[src/rtl/exe_forward_buffer.sv]
// exe_forward_buffer: three-deep result history at ID/EXE with forwarded, registered EXE operands
module exe_forward_buffer #(
  parameter int DATA_W = 32
) (
  input  logic              CLK,
  input  logic              RESET,
  input  logic              advance,
  input  logic              flush,
  input  logic              push_write,
  input  logic [4:0]        push_reg,
  input  logic              push_pending,
  input  logic              result_valid,
  input  logic [DATA_W-1:0] result_data,
  input  logic              fill_valid,
  input  logic [4:0]        fill_reg,
  input  logic [DATA_W-1:0] fill_data,
  input  logic [1:0]        sel_a,
  input  logic [1:0]        sel_b,
  input  logic [1:0]        sel_mem,
  input  logic [DATA_W-1:0] rf_a,
  input  logic [DATA_W-1:0] rf_b,
  output logic [DATA_W-1:0] operand_a,
  output logic [DATA_W-1:0] operand_b,
  output logic [DATA_W-1:0] store_data,
  output logic              op_valid,
  output logic              fwd_hazard,
  output logic [4:0]        hist_reg1,
  output logic [4:0]        hist_reg2,
  output logic [4:0]        hist_reg3
);
  logic [4:0]        sr [1:3];
  logic [DATA_W-1:0] sd [1:3];
  logic              sp [1:3];
  logic [4:0]        wr [0:3];
  logic [DATA_W-1:0] wd [0:3];
  logic              wp [0:3];
  logic              hit;
  logic [DATA_W-1:0] nxt_a, nxt_b, nxt_m;
  logic              nxt_h;
  logic              push_live;
  // history as seen after this edge's result and fill writes; entry 0 is a permanent empty slot so select 0 reads the register file
  always_comb begin
    wr[0] = '0;
    wd[0] = '0;
    wp[0] = 1'b0;
    hit = 1'b0;
    for (int k = 1; k < 4; k++) begin
      wr[k] = sr[k];
      wd[k] = sd[k];
      wp[k] = sp[k];
    end
    if (result_valid && sr[1] != '0) begin
      wd[1] = result_data;
      wp[1] = 1'b0;
    end
    for (int k = 1; k < 4; k++) begin
      if (!hit && fill_valid && sp[k] && sr[k] == fill_reg) begin
        wd[k] = fill_data;
        wp[k] = 1'b0;
        hit = 1'b1;
      end
    end
  end
  assign nxt_a = wr[sel_a] == '0 ? rf_a : wd[sel_a];
  assign nxt_b = wr[sel_b] == '0 ? rf_b : wd[sel_b];
  assign nxt_m = wr[sel_mem] == '0 ? rf_b : wd[sel_mem];
  assign nxt_h = wp[sel_a] | wp[sel_b] | wp[sel_mem];
  assign push_live = push_write && push_reg != '0;
  // history shift, write-back into slots and operand capture
  always_ff @(posedge CLK or posedge RESET) begin
    if (RESET) begin
      for (int k = 1; k < 4; k++) begin
        sr[k] <= '0;
        sd[k] <= '0;
        sp[k] <= 1'b0;
      end
      operand_a <= '0;
      operand_b <= '0;
      store_data <= '0;
      op_valid <= 1'b0;
      fwd_hazard <= 1'b0;
    end else if (flush) begin
      for (int k = 1; k < 4; k++) begin
        sr[k] <= '0;
        sd[k] <= '0;
        sp[k] <= 1'b0;
      end
      op_valid <= 1'b0;
      fwd_hazard <= 1'b0;
    end else if (advance) begin
      operand_a <= nxt_a;
      operand_b <= nxt_b;
      store_data <= nxt_m;
      op_valid <= 1'b1;
      fwd_hazard <= nxt_h;
      for (int k = 2; k < 4; k++) begin
        sr[k] <= wr[k-1];
        sd[k] <= wd[k-1];
        sp[k] <= wp[k-1];
      end
      sr[1] <= push_live ? push_reg : 5'd0;
      sd[1] <= '0;
      sp[1] <= push_live && push_pending;
    end else begin
      for (int k = 1; k < 4; k++) begin
        sr[k] <= wr[k];
        sd[k] <= wd[k];
        sp[k] <= wp[k];
      end
    end
  end
  assign hist_reg1 = sr[1];
  assign hist_reg2 = sr[2];
  assign hist_reg3 = sr[3];
endmodule

[config.mk]
export PLATFORM = sky130hd
export DESIGN_NAME = exe_forward_buffer
export DESIGN_NICKNAME = d
export VERILOG_FILES = /design/src/rtl/exe_forward_buffer.sv
export SDC_FILE = /design/constraint.sdc
export NUM_CORES = 1
export LEC_CHECK = 0
export BUFFER_PORTS_ARGS = -buffer_cell sky130_fd_sc_hd__buf_2
export CORE_AREA = 2 2 210 212
export DETAILED_ROUTE_END_ITERATION = 7
export DIE_AREA = 0 0 212 214
export HOLD_SLACK_MARGIN = 0.06
export MAX_ROUTING_LAYER = met4
export PLACE_DENSITY_LB_ADDON = 0.15
export SYNTH_ARGS = -nofsm -noshare
export SYNTH_HDL_FRONTEND = slang
export SYNTH_SLANG_ARGS = --single-unit
[constraint.sdc]
create_clock -name CLK -period 8.3 [get_ports CLK]
set_input_delay 1.245 -clock CLK [delete_from_list [all_inputs] [get_ports CLK]]
set_output_delay 1.245 -clock CLK [all_outputs]
set_load 0.02 [all_outputs]
==> results by stage <==
Synthesis:
- The netlist uses 62 different library cells.
- The sequential fraction of the synthesis area is 0.415.
- The number of nets handed over by synthesis was 1535.
- Ranked by instance count, the synthesized netlist is headed by sky130_fd_sc_hd__dfrtp_1, sky130_fd_sc_hd__clkbuf_1, sky130_fd_sc_hd__nor2_1.
- The dominant register cell in the synthesized netlist is sky130_fd_sc_hd__dfrtp_1.
- Yosys attributes the largest share of cell area to sky130_fd_sc_hd__dfrtp_1, sky130_fd_sc_hd__a21oi_1, sky130_fd_sc_hd__o21ai_0, sky130_fd_sc_hd__clkbuf_1, sky130_fd_sc_hd__mux2i_1.
- In the post-synthesis netlist, the cell with the most instances is sky130_fd_sc_hd__dfrtp_1.
- For this run, the number of Yosys warnings is 0.
- The async set-reset flop share out of synthesis is 1.00.
- The share of synthesized area in the top cell type comes to 0.415.
- The count of flip-flops with a built-in enable after synthesis is 0.
- After technology mapping, the gate count stands at 1383.
- The post-synthesis instance area is 12800 sq um.
- The biggest area contributor in the post-synthesis netlist is sky130_fd_sc_hd__dfrtp_1.
- The average size of a mapped cell is 9.24 sq um.
- The flop and latch count out of synthesis is 212.

Run:
- Across the run, the number of max-cap violations was 0.

Floorplan:
- The region available for standard cell placement spans 42900 sq um.
- The floorplan has 76 rows.
- The I/O pin total is 265.
- The die boundary width is 212 um.
- The initial core utilization is 0.298.
- The floorplan die height is 214 um.
- The die covers 45400 sq um.

Place:
- The half-perimeter wire length of the detailed placement result is 40200 um.
- The quantity of I/O buffers inserted on ports is 264.
- The final weighted congestion in routability-driven placement is 0.872.
- The number of placed instances, taps included is 2126.
- The instance area at placement is 14600 sq um.

Detailed routing:
- The detailed-route vias per instance is 5.94.
- The detailed-route DRC error count is 0.
- The routed wire length is 59800 um.
- The routed layout has 12900 vias.
- Once detail routing completed, the nets flagged for antenna violations numbered 0.
- The number of DRC violations after detailed-routing iteration 0 is 1469.
- The first detailed-routing pass ran for 6 iterations.
- In the final routed layout, each cell accounts on average for 27.4 um.

Global route:
- The initial antenna violation count is 5.
- Entering global routing, the biggest net connects 101 pins.
- The combined global-route utilization of all metal layers is 0.266.
- The first global-routing pass estimated 88300 um of wire.
- The number of global-route vias before repair came to 12700.
- Global routing finished with a remaining overflow of 0.

Clock tree:
- The number of H-tree levels is 1.
- The clock tree root driver cell is sky130_fd_sc_hd__clkbuf_16.
- The clock transition time at the flip-flop clock pins of the worst setup and hold paths is 0.06 ns.
- The post-cts hold buffer count is 0.
- The clock passes through at most 3 buffers.
- The number of clock buffers added by TritonCTS is 28.
- The clock tree from TritonCTS is yes.
- The number of sinks handled by clock tree synthesis is 212.
- Clock latency on the worst-skew pair, taken at its later pin, is 0.57 ns.
- The buffer count from post-CTS setup fixing is 0.
- The post-CTS resize count is 0.

Timing:
- The post-route minimum period is 3.96 ns.
- Setup repair after global routing left no endpoint under its margin.
- The final count of pins violating max slew is 0.
- The setup-violating endpoint count in the final report is 0.
- The final worst clock skew is 0.0143 ns.
- For the final routed database, the setup TNS stands at 0 ns.
- The final period utilization is 0.477.
- The headroom to the max-slew limit is 0.181.
- The tightest hold margin is 0.508 ns.
- The final number of hold-violating endpoints is 0.
- At the pin with the least slew margin, the transition time is 1.22 ns.
- The peak clock frequency supported by timing is 253 MHz.

Worst setup path:
- The largest fanout of any net on the critical path is 21.
- At the worst endpoint, the arrival time is 4.40 ns.
- The critical path class is input port to register.
- The required arrival time at the worst endpoint is 8.74 ns.
- The startpoint type of the worst setup path is an input port.
- STA classifies the critical path endpoint as a register.

Final layout:
- The final design instance area without fill is 15500 sq um.
- The count of cells in the finished layout, fillers not included, comes to 2179.
- In the final layout, the share of cells above drive strength 1 is 0.274.
- The area growth from synthesis to layout is 21.5%.
- The net count reported at finish is 1723.
- The number of filler instances in the final layout is 4468.

Pwr:
- Dividing total power by cell area gives a power density of 206 nW/um^2.
- For this design the static power due to leakage is 6.38 nW.
- The maximum ir drop on the vdd rail is 0.164 mV.

Min path:
- The type of the worst min-delay path is register to register.

Run status:
- The flow ran to the end, and the final reports show no timing, DRC or antenna violations.
[final cells by class]
cell class	instances	area, sq um	share of cell area
multi-input combinational	1028	7000	0.451
sequential	212	5310	0.342
timing repair buffer	295	1550	0.100
clock buffer	45	856	0.0551
tap	585	732	0.0471
clock inverter	3	43.8	0.00282
inverter	6	30.0	0.00193
antenna	5	12.5	0.000806
[critical path: stages]
cell,delay [ns]
sky130_fd_sc_hd__buf_2,0.33
sky130_fd_sc_hd__and2_0,0.77
sky130_fd_sc_hd__o21ai_0,0.39
sky130_fd_sc_hd__o211ai_1,0.25
sky130_fd_sc_hd__nand2_1,0.53
sky130_fd_sc_hd__buf_4,0.44
sky130_fd_sc_hd__a311oi_1,0.31
sky130_fd_sc_hd__a21oi_1,0.10
[cells by family after synthesis]
logic type | after synthesis | synth area share
AND/OR/NAND/NOR | 363 | 0.137
XOR/XNOR | 15 | 0.0103
flip-flops | 212 | 0.415
AO/OA/AOI/OAI | 568 | 0.316
multiplexers | 82 | 0.0756
buffers and inverters | 143 | 0.0455
[state kept, by name, summed over array words and instances (netlist names)]
signal / count
sd: 96
operand_a: 32
operand_b: 32
store_data: 32
hist_reg1: 5
hist_reg2: 5
hist_reg3: 5
sp: 3
fwd_hazard: 1
op_valid: 1
[placed cells by master (no fill, tap or decap), drive strengths merged, types with 13 or more instances in the layout]
cell type and count:
o22a 14, mux2 38, clkbuf 45, a222oi 26
nand2 65, o21a 27, o2bb2ai 23, buf 295
and3 34, o21ai 93, a21oi 107, nand3 62
dfrtp 212, mux2i 44, a31oi 18, nor2 108
o211ai 30, or2 31, nand2b 15, a221oi 13
o32ai 15, a21o 19, a311oi 37, o32a 22
o22ai 40, nor3 18, a211oi 27
[metrics by stage]
stage               utilization  setup WS (ns)  power, W
detailed placement        0.341           3.86   0.00199
global route              0.362           4.18   0.00332
CTS                       0.362           4.44   0.00321
finish                    0.362           4.34   0.00320
floorplan                     -           1.26   0.00167
global placement          0.341           3.95   0.00199
[worst paths after layout]
path / from / to / slack (ns) / cells after the start
max: sel_a[0] / operand_a[2] / 4.34 / 8
min: op_valid / op_valid / 0.51 / 2
max reg2reg: hist_reg1[4] / operand_a[8] / 4.71 / 7
min reg2reg: op_valid / op_valid / 0.51 / 2
max in group asynchronous: RESET / sd[84] / 5.97 / 3
min in group asynchronous: RESET / operand_b[5] / 0.74 / 2
[routing by layer]
layer,vias up,part of all wire,track usage
li1,5740,-,-
met5,-,0,-
met4,0,0.018,0.0601
met3,73,0.082,0.0463
met2,651,0.43,0.375
met1,6479,0.47,0.393
[power by group]
| group | switching (W) | internal [W] | leakage [nW] |
|---|---|---|---|
| clock | 0.000493 | 0.000728 | 0.441 |
| sequential | 0.0000837 | 0.00114 | 2.62 |
| combinational | 0.000491 | 0.000263 | 3.32 |
| total | 0.00107 | 0.00213 | 6.38 |
Power figures use the tool's default switching activity.
